File: config.mk
export PLATFORM = sky130hd
export DESIGN_NAME = write_back_buffer_flat
export DESIGN_NICKNAME = d
export VERILOG_FILES = /design/src/rtl/write_back_buffer_pkg.sv /design/src/rtl/write_back_buffer_if.sv /design/src/rtl/write_back_buffer_match.sv /design/src/rtl/write_back_buffer.sv /design/src/flat_wrapper.sv
export SDC_FILE = /design/constraint.sdc
export NUM_CORES = 2
export LEC_CHECK = 0
export ABC_AREA = 1
export CAP_MARGIN = 10
export CORE_MARGIN = 4
export CORE_UTILIZATION = 35
export DETAILED_ROUTE_END_ITERATION = 12
export PLACE_DENSITY = 0.55
export SYNTH_ARGS = -nofsm -noshare
export SYNTH_HDL_FRONTEND = slang
export SYNTH_HIERARCHICAL = 1
export SYNTH_SLANG_ARGS = --single-unit
File: constraint.sdc
create_clock -name i_clk -period 28.4 [get_ports i_clk]
set_input_delay 4.26 -clock i_clk [delete_from_list [all_inputs] [get_ports i_clk]]
set_output_delay 4.26 -clock i_clk [all_outputs]
set_load 0.02 [all_outputs]
File: src/rtl/write_back_buffer_pkg.sv
// Shared types and sizing for the write-back buffer.
//   LINE_W : line width in bits
//   ADR_W  : line address width
//   DEPTH  : number of buffered lines (power of 2, >= 2)
//   wbb_entry_t : one buffered dirty line
//   wbb_state_t : controller states
package write_back_buffer_pkg;

   localparam int LINE_W = 128;
   localparam int ADR_W  = 12;
   localparam int DEPTH  = 4;
   localparam int SEL_W  = LINE_W / 8;
   localparam int IDX_W  = $clog2(DEPTH);
   localparam int CNT_W  = $clog2(DEPTH + 1);

   typedef struct packed {
      logic              valid;
      logic [ADR_W-1:0]  adr;
      logic [LINE_W-1:0] data;
   } wbb_entry_t;

   typedef enum logic [2:0] {
      S_IDLE,
      S_HIT,
      S_FWD,
      S_DRAIN,
      S_GAP
   } wbb_state_t;

   // DEPTH is a power of 2, so the natural wrap of IDX_W bits is mod DEPTH.
   function automatic logic [IDX_W-1:0] ptr_inc(input logic [IDX_W-1:0] p);
      return p + IDX_W'(1);
   endfunction

endpackage

File: src/rtl/write_back_buffer_if.sv
// Line-wide Wishbone-style bus used on both sides of the buffer.
//   master drives cyc/stb/we/adr/dat_m, slave drives dat_s/ack.
interface write_back_buffer_if;
   import write_back_buffer_pkg::*;

   logic              cyc;
   logic              stb;
   logic              we;
   logic [ADR_W-1:0]  adr;
   logic [LINE_W-1:0] dat_m;
   logic [LINE_W-1:0] dat_s;
   logic              ack;

   modport master (output cyc, stb, we, adr, dat_m, input  dat_s, ack);
   modport slave  (input  cyc, stb, we, adr, dat_m, output dat_s, ack);

endinterface

File: src/rtl/write_back_buffer_match.sv
// Combinational DEPTH-way address compare against the buffered lines.
//   i_valid   : per-entry valid bits
//   i_adrs    : per-entry line addresses
//   i_adr     : address to look up
//   o_hit     : some valid entry holds i_adr
//   o_hit_idx : index of that entry (coalescing keeps it unique)
module wbb_match
   import write_back_buffer_pkg::*;
(
   input  logic [DEPTH-1:0]            i_valid,
   input  logic [DEPTH-1:0][ADR_W-1:0] i_adrs,
   input  logic [ADR_W-1:0]            i_adr,
   output logic                        o_hit,
   output logic [IDX_W-1:0]            o_hit_idx
);

   logic [DEPTH-1:0] w_onehot;

   for (genvar g = 0; g < DEPTH; g++) begin : g_cmp
      assign w_onehot[g] = i_valid[g] && (i_adrs[g] == i_adr);
   end

   assign o_hit = |w_onehot;

   // At most one bit is set, so OR-ing indices yields the encoded index.
   always_comb begin
      o_hit_idx = '0;
      for (int i = 0; i < DEPTH; i++)
         if (w_onehot[i]) o_hit_idx = o_hit_idx | IDX_W'(i);
   end

endmodule

File: src/rtl/write_back_buffer.sv
// Coalescing write-back buffer between L2 (slave side) and pmem (master side).
//   i_clk, i_rst  : clock, async active-high reset
//   io_l2         : L2 requests (write = eviction, read = line fetch)
//   io_mem        : pmem bus (reads forwarded, queued lines drained)
//   o_mem_sel     : pmem byte enables, always all ones
//   i_flush       : drain everything and hold off new L2 writes
//   o_flush_done  : flush requested and buffer empty
//   o_count       : number of queued lines
module write_back_buffer
   import write_back_buffer_pkg::*;
(
   input  logic                i_clk,
   input  logic                i_rst,
   write_back_buffer_if.slave  io_l2,
   write_back_buffer_if.master io_mem,
   output logic [SEL_W-1:0]    o_mem_sel,
   input  logic                i_flush,
   output logic                o_flush_done,
   output logic [CNT_W-1:0]    o_count
);

   wbb_entry_t        r_ent [DEPTH];
   logic [IDX_W-1:0]  r_head, r_tail;
   logic [CNT_W-1:0]  r_count;
   wbb_state_t        r_state;
   logic              r_l2_ack;
   logic [LINE_W-1:0] r_l2_dat_s;
   logic              r_mem_cyc, r_mem_we;
   logic [ADR_W-1:0]  r_mem_adr;
   logic [LINE_W-1:0] r_mem_dat_m;

   logic [DEPTH-1:0]            w_valid;
   logic [DEPTH-1:0][ADR_W-1:0] w_adrs;
   logic                        w_hit, w_req, w_full, w_empty, w_wr_ok;
   logic [IDX_W-1:0]            w_hit_idx;

   for (genvar g = 0; g < DEPTH; g++) begin : g_flat
      assign w_valid[g] = r_ent[g].valid;
      assign w_adrs[g]  = r_ent[g].adr;
   end

   wbb_match u_match (
      .i_valid   (w_valid),
      .i_adrs    (w_adrs),
      .i_adr     (io_l2.adr),
      .o_hit     (w_hit),
      .o_hit_idx (w_hit_idx)
   );

   assign w_req   = io_l2.cyc && io_l2.stb;
   assign w_full  = (r_count == CNT_W'(DEPTH));
   assign w_empty = (r_count == '0);
   // A coalescing write needs no free slot; flush blocks every write.
   assign w_wr_ok = !i_flush && (w_hit || !w_full);

   always_ff @(posedge i_clk or posedge i_rst) begin
      if (i_rst) begin
         for (int i = 0; i < DEPTH; i++) r_ent[i] <= '0;
         r_head      <= '0;
         r_tail      <= '0;
         r_count     <= '0;
         r_state     <= S_IDLE;
         r_l2_ack    <= 1'b0;
         r_l2_dat_s  <= '0;
         r_mem_cyc   <= 1'b0;
         r_mem_we    <= 1'b0;
         r_mem_adr   <= '0;
         r_mem_dat_m <= '0;
      end else begin
         case (r_state)
            S_IDLE: begin
               if (w_req && !io_l2.we) begin
                  if (w_hit) begin
                     r_l2_dat_s <= r_ent[w_hit_idx].data;
                     r_l2_ack   <= 1'b1;
                     r_state    <= S_HIT;
                  end else begin
                     // Read misses go ahead of queued drains.
                     r_mem_cyc <= 1'b1;
                     r_mem_we  <= 1'b0;
                     r_mem_adr <= io_l2.adr;
                     r_state   <= S_FWD;
                  end
               end else if (w_req && w_wr_ok) begin
                  if (w_hit) begin
                     r_ent[w_hit_idx].data <= io_l2.dat_m;
                  end else begin
                     r_ent[r_tail] <= '{valid: 1'b1, adr: io_l2.adr, data: io_l2.dat_m};
                     r_tail        <= ptr_inc(r_tail);
                     r_count       <= r_count + CNT_W'(1);
                  end
                  r_l2_ack <= 1'b1;
                  r_state  <= S_HIT;
               end else if (!w_empty) begin
                  // Idle bus, blocked write (full/flush) or flush: drain head.
                  r_mem_cyc   <= 1'b1;
                  r_mem_we    <= 1'b1;
                  r_mem_adr   <= r_ent[r_head].adr;
                  r_mem_dat_m <= r_ent[r_head].data;
                  r_state     <= S_DRAIN;
               end
            end
            S_HIT: begin
               r_l2_ack <= 1'b0;
               r_state  <= S_GAP;
            end
            S_FWD: begin
               if (io_mem.ack) begin
                  r_mem_cyc  <= 1'b0;
                  r_l2_dat_s <= io_mem.dat_s;
                  r_l2_ack   <= 1'b1;
                  r_state    <= S_HIT;
               end
            end
            S_DRAIN: begin
               if (io_mem.ack) begin
                  r_mem_cyc           <= 1'b0;
                  r_mem_we            <= 1'b0;
                  r_ent[r_head].valid <= 1'b0;
                  r_head              <= ptr_inc(r_head);
                  r_count             <= r_count - CNT_W'(1);
                  r_state             <= S_GAP;
               end
            end
            S_GAP:   r_state <= S_IDLE;
            default: r_state <= S_IDLE;
         endcase
      end
   end

   assign io_l2.ack    = r_l2_ack;
   assign io_l2.dat_s  = r_l2_dat_s;
   assign io_mem.cyc   = r_mem_cyc;
   assign io_mem.stb   = r_mem_cyc;
   assign io_mem.we    = r_mem_we;
   assign io_mem.adr   = r_mem_adr;
   assign io_mem.dat_m = r_mem_dat_m;
   assign o_mem_sel    = '1;
   assign o_flush_done = i_flush && w_empty;
   assign o_count      = r_count;

endmodule

File: src/flat_wrapper.sv
// flat-port wrapper written by rule: the top's interface ports become plain ports
module write_back_buffer_flat import write_back_buffer_pkg::*;
  (i_clk, i_rst, o_mem_sel, i_flush, o_flush_done, o_count, io_l2_cyc, io_l2_stb, io_l2_we, io_l2_adr, io_l2_dat_m, io_l2_dat_s, io_l2_ack, io_mem_cyc, io_mem_stb, io_mem_we, io_mem_adr, io_mem_dat_m, io_mem_dat_s, io_mem_ack);
  write_back_buffer_if io_l2_i ();
  write_back_buffer_if io_mem_i ();
  input  logic i_clk;
  input  logic i_rst;
  output logic [SEL_W-1:0] o_mem_sel;
  input  logic i_flush;
  output logic o_flush_done;
  output logic [CNT_W-1:0] o_count;
  input wire logic [$bits(io_l2_i.cyc)-1:0] io_l2_cyc;
  input wire logic [$bits(io_l2_i.stb)-1:0] io_l2_stb;
  input wire logic [$bits(io_l2_i.we)-1:0] io_l2_we;
  input wire logic [$bits(io_l2_i.adr)-1:0] io_l2_adr;
  input wire logic [$bits(io_l2_i.dat_m)-1:0] io_l2_dat_m;
  output wire logic [$bits(io_l2_i.dat_s)-1:0] io_l2_dat_s;
  output wire logic [$bits(io_l2_i.ack)-1:0] io_l2_ack;
  output wire logic [$bits(io_mem_i.cyc)-1:0] io_mem_cyc;
  output wire logic [$bits(io_mem_i.stb)-1:0] io_mem_stb;
  output wire logic [$bits(io_mem_i.we)-1:0] io_mem_we;
  output wire logic [$bits(io_mem_i.adr)-1:0] io_mem_adr;
  output wire logic [$bits(io_mem_i.dat_m)-1:0] io_mem_dat_m;
  input wire logic [$bits(io_mem_i.dat_s)-1:0] io_mem_dat_s;
  input wire logic [$bits(io_mem_i.ack)-1:0] io_mem_ack;
  assign io_l2_i.cyc = io_l2_cyc;
  assign io_l2_i.stb = io_l2_stb;
  assign io_l2_i.we = io_l2_we;
  assign io_l2_i.adr = io_l2_adr;
  assign io_l2_i.dat_m = io_l2_dat_m;
  assign io_l2_dat_s = io_l2_i.dat_s;
  assign io_l2_ack = io_l2_i.ack;
  assign io_mem_cyc = io_mem_i.cyc;
  assign io_mem_stb = io_mem_i.stb;
  assign io_mem_we = io_mem_i.we;
  assign io_mem_adr = io_mem_i.adr;
  assign io_mem_dat_m = io_mem_i.dat_m;
  assign io_mem_i.dat_s = io_mem_dat_s;
  assign io_mem_i.ack = io_mem_ack;
  write_back_buffer u_core (.i_clk(i_clk), .i_rst(i_rst), .io_l2(io_l2_i), .io_mem(io_mem_i), .o_mem_sel(o_mem_sel), .i_flush(i_flush), .o_flush_done(o_flush_done), .o_count(o_count));
endmodule
==> reports/results.tsv <==
metric	value	unit
status	complete, no violations	
via_per_inst	5.07	
cts_tree	yes	
die_x	355	µm
cts.hold.buffers_added	0	
start_util	0.354	
grt_usage	0.237	
total_power	5870	µW
drtIter0Drc	3645	
slew_viol_final	0	
synth.avg_cell_area	7.43	µm²
relSlewSlack	0.262	
clkPwrFrac	0.225	
p_sw	2490	µW
ir_drop	0.0636	mV
grt_max_degree	175	
switching_share	0.424	
drive_gt1_frac	0.0418	
internal_power	3380	µW
final_common_cell	nand2_1	
grt_pass1_wl	235000	µm
cts_max_level	3	
clk_latency	0.69	ns
grt_overflow_total	0	
pin_count	567	
critPathMaxStageDelay	0.61	ns
rows	126	
ys_seq_elements	845	
synth.cell_area	42000	µm²
post_cts_buffers	0	
tightest_slew	1.10	ns
layout_min_cycle_time	9.75	ns
antenna_found_initial	21	
port-buffer-count	550	
grt_pass1_vias	38399	
fmax	103	MHz
rsz0062_at_grt	no	
power.density	115	nW/µm²
yosysUniqueCellTypes	33	
gp_congestion	0.859	
maxCapViolCount	0	
startpoint_type	primary input	
p_leak	0.0250	µW
clk_pin_slew	0.06	ns
drtAntennaViolNets	0	
die_area	126000	µm²
dpl.hpwl	89200	µm
wirelength	152000	µm
hold_path_class	reg -> reg	
layout_common_cells	nand2_1 (2,691), dfrtp_1 (843), clkdlybuf4s50_1 (550)	
die-height	355	µm
cp_common_cell	clkdlybuf4s50_1	
crit_arrival	5.49	ns
cts_root_buffer	clkbuf_16	
p_seq_frac	0.359	
crit_fanout	2	
comb_power_share	0.416	
numCtsBuffers	100	
cts_buffer_depth	3	
area_delta_synth_final	21.9	%
ys.warnings.count	6	
fin_crit_sh	0.343	
critPathKind	in -> out	
clock_sinks	845	
syn_inst	5654	
nets	6258	
wl_per_cell	19.8	µm
worstSetupEndpointType	output port	
synth_seq_area_share	0.503	
tns	0	ns
hold_violations	0	
vias	38879	
coreArea	119000	µm²
cp_slowest_cell	clkdlybuf4s50_1	
first_pass_iters	6	
path_cells	clkdlybuf4s50_1 -> inv_1 -> nor2_1 -> clkdlybuf4s50_1	
cp_data_required_time	24.14	ns
drc_errors	0	
setup_viol	0	
skew	0.0221	ns
post_cts_resized	0	
[state kept, by name, indices dropped and copies added (netlist names)]
name                 cells
u_core/r_ent           564
u_core/io_l2.dat_s     128
u_core/io_mem.dat_m    128
u_core/io_mem.adr       12
u_core/o_count           3
u_core/r_state           3
u_core/r_head            2
u_core/r_tail            2
u_core/io_l2.ack         1
u_core/io_mem.cyc        1
u_core/io_mem.we         1
[cell type report]
| type | count | area (µm²) |
|---|---|---|
| Multi-Input combinational cell | 4209 | 17800 |
| Timing Repair Buffer | 599 | 5960 |
| Fill cell | 12209 | 67300 |
| Antenna cell | 15 | 37.5 |
| Clock inverter | 25 | 284 |
| Tap cell | 1600 | 2000 |
| Sequential cell | 845 | 21200 |
| Clock buffer | 158 | 3080 |
| Inverter | 219 | 861 |
[cells in the mapped netlist]
cell type | count | area [µm²]
a21boi_0 | 2 | 15.0
a21oi_1 | 3 | 15.0
buf_1 | 17 | 63.8
buf_2 | 74 | 370
buf_4 | 55 | 413
buf_6 | 74 | 833
clkbuf_1 | 172 | 646
clkbuf_2 | 4 | 20.0
clkinv_1 | 1 | 3.75
conb_1 | 1 | 3.75
dfrtp_1 | 845 | 21100
fa_1 | 1 | 20.0
ha_1 | 8 | 100
inv_1 | 206 | 773
inv_2 | 12 | 45.0
nand2_1 | 2691 | 10100
nand2_2 | 6 | 37.5
nand3_1 | 53 | 265
nand3_2 | 4 | 40.0
nand3b_1 | 1 | 7.51
nand4_1 | 129 | 807
nor2_1 | 312 | 1170
nor2_2 | 3 | 18.8
nor3_1 | 3 | 15.0
nor3_2 | 3 | 30.0
o211ai_1 | 4 | 30.0
o21ai_0 | 412 | 2060
o21ai_1 | 424 | 2120
o22ai_1 | 128 | 801
o31ai_1 | 1 | 7.51
or2_0 | 1 | 6.26
xnor2_1 | 2 | 17.5
xor2_1 | 2 | 17.5
[critical path, delay by kind of cell]
family        cells  cell delay (ns)
simple gates      1             0.09
buf+inv           3             1.14
[power by group through the flow]
stage	sequential [µW]	combinational, µW	clock, µW
3_5_place_dp	2110	2460	0
6_report	2110	2440	1320
5_1_grt	2180	2740	1400
3_3_place_gp	2110	2420	0
2_1_floorplan	2170	1520	0
4_1_cts	2100	2460	1350
[per-stage QoR]
step	hold WS [ns]	cell area, µm²	instances	worst slack, ns	util
floorplan	0.444	42100	5669	0.399	-
global placement	0.454	47800	7472	18.63	0.403
detailed placement	0.458	47800	7472	18.65	0.403
CTS	0.472	51200	7655	18.65	0.432
global route	0.486	51200	7664	18.63	0.432
finish	0.467	51200	7670	18.65	0.432
[logic make-up after synthesis]
| group | count (synthesis) | synth area share |
|---|---|---|
| XOR/XNOR | 4 | 0.000834 |
| AND/OR/NAND/NOR | 3206 | 0.297 |
| flip-flops | 845 | 0.503 |
| buffers and inverters | 615 | 0.0754 |
| other | 1 | 0.0000892 |
| AO/OA/AOI/OAI | 974 | 0.120 |
| adder cells (fa/ha/maj) | 9 | 0.00286 |
[final timing paths]
check                                   startpoint                       to  slack, ns  cells after the start
max in group asynchronous                    i_rst         u_core/r_ent[77]      21.21                      5
min in group asynchronous                    i_rst  u_core/io_mem.dat_m[13]       4.13                      2
hold reg to reg            u_core/io_mem.dat_m[51]  u_core/io_mem.dat_m[51]       0.47                      2
hold / removal             u_core/io_mem.dat_m[51]  u_core/io_mem.dat_m[51]       0.47                      2
setup reg to reg                 u_core/r_ent[280]        u_core/r_ent[183]      23.99                     17
setup / recovery                           i_flush             o_flush_done      18.65                      4
[layer usage]
| metal | up-vias | track usage | share of wire |
|---|---|---|---|
| met5 | - | 0 | 0.00039 |
| met3 | 203 | 0.0460 | 0.070 |
| met2 | 1309 | 0.390 | 0.47 |
| met4 | 10 | 0.0706 | 0.023 |
| met1 | 18687 | 0.317 | 0.44 |
| li1 | 18670 | - | - |
(Power assumes the default switching activity.)
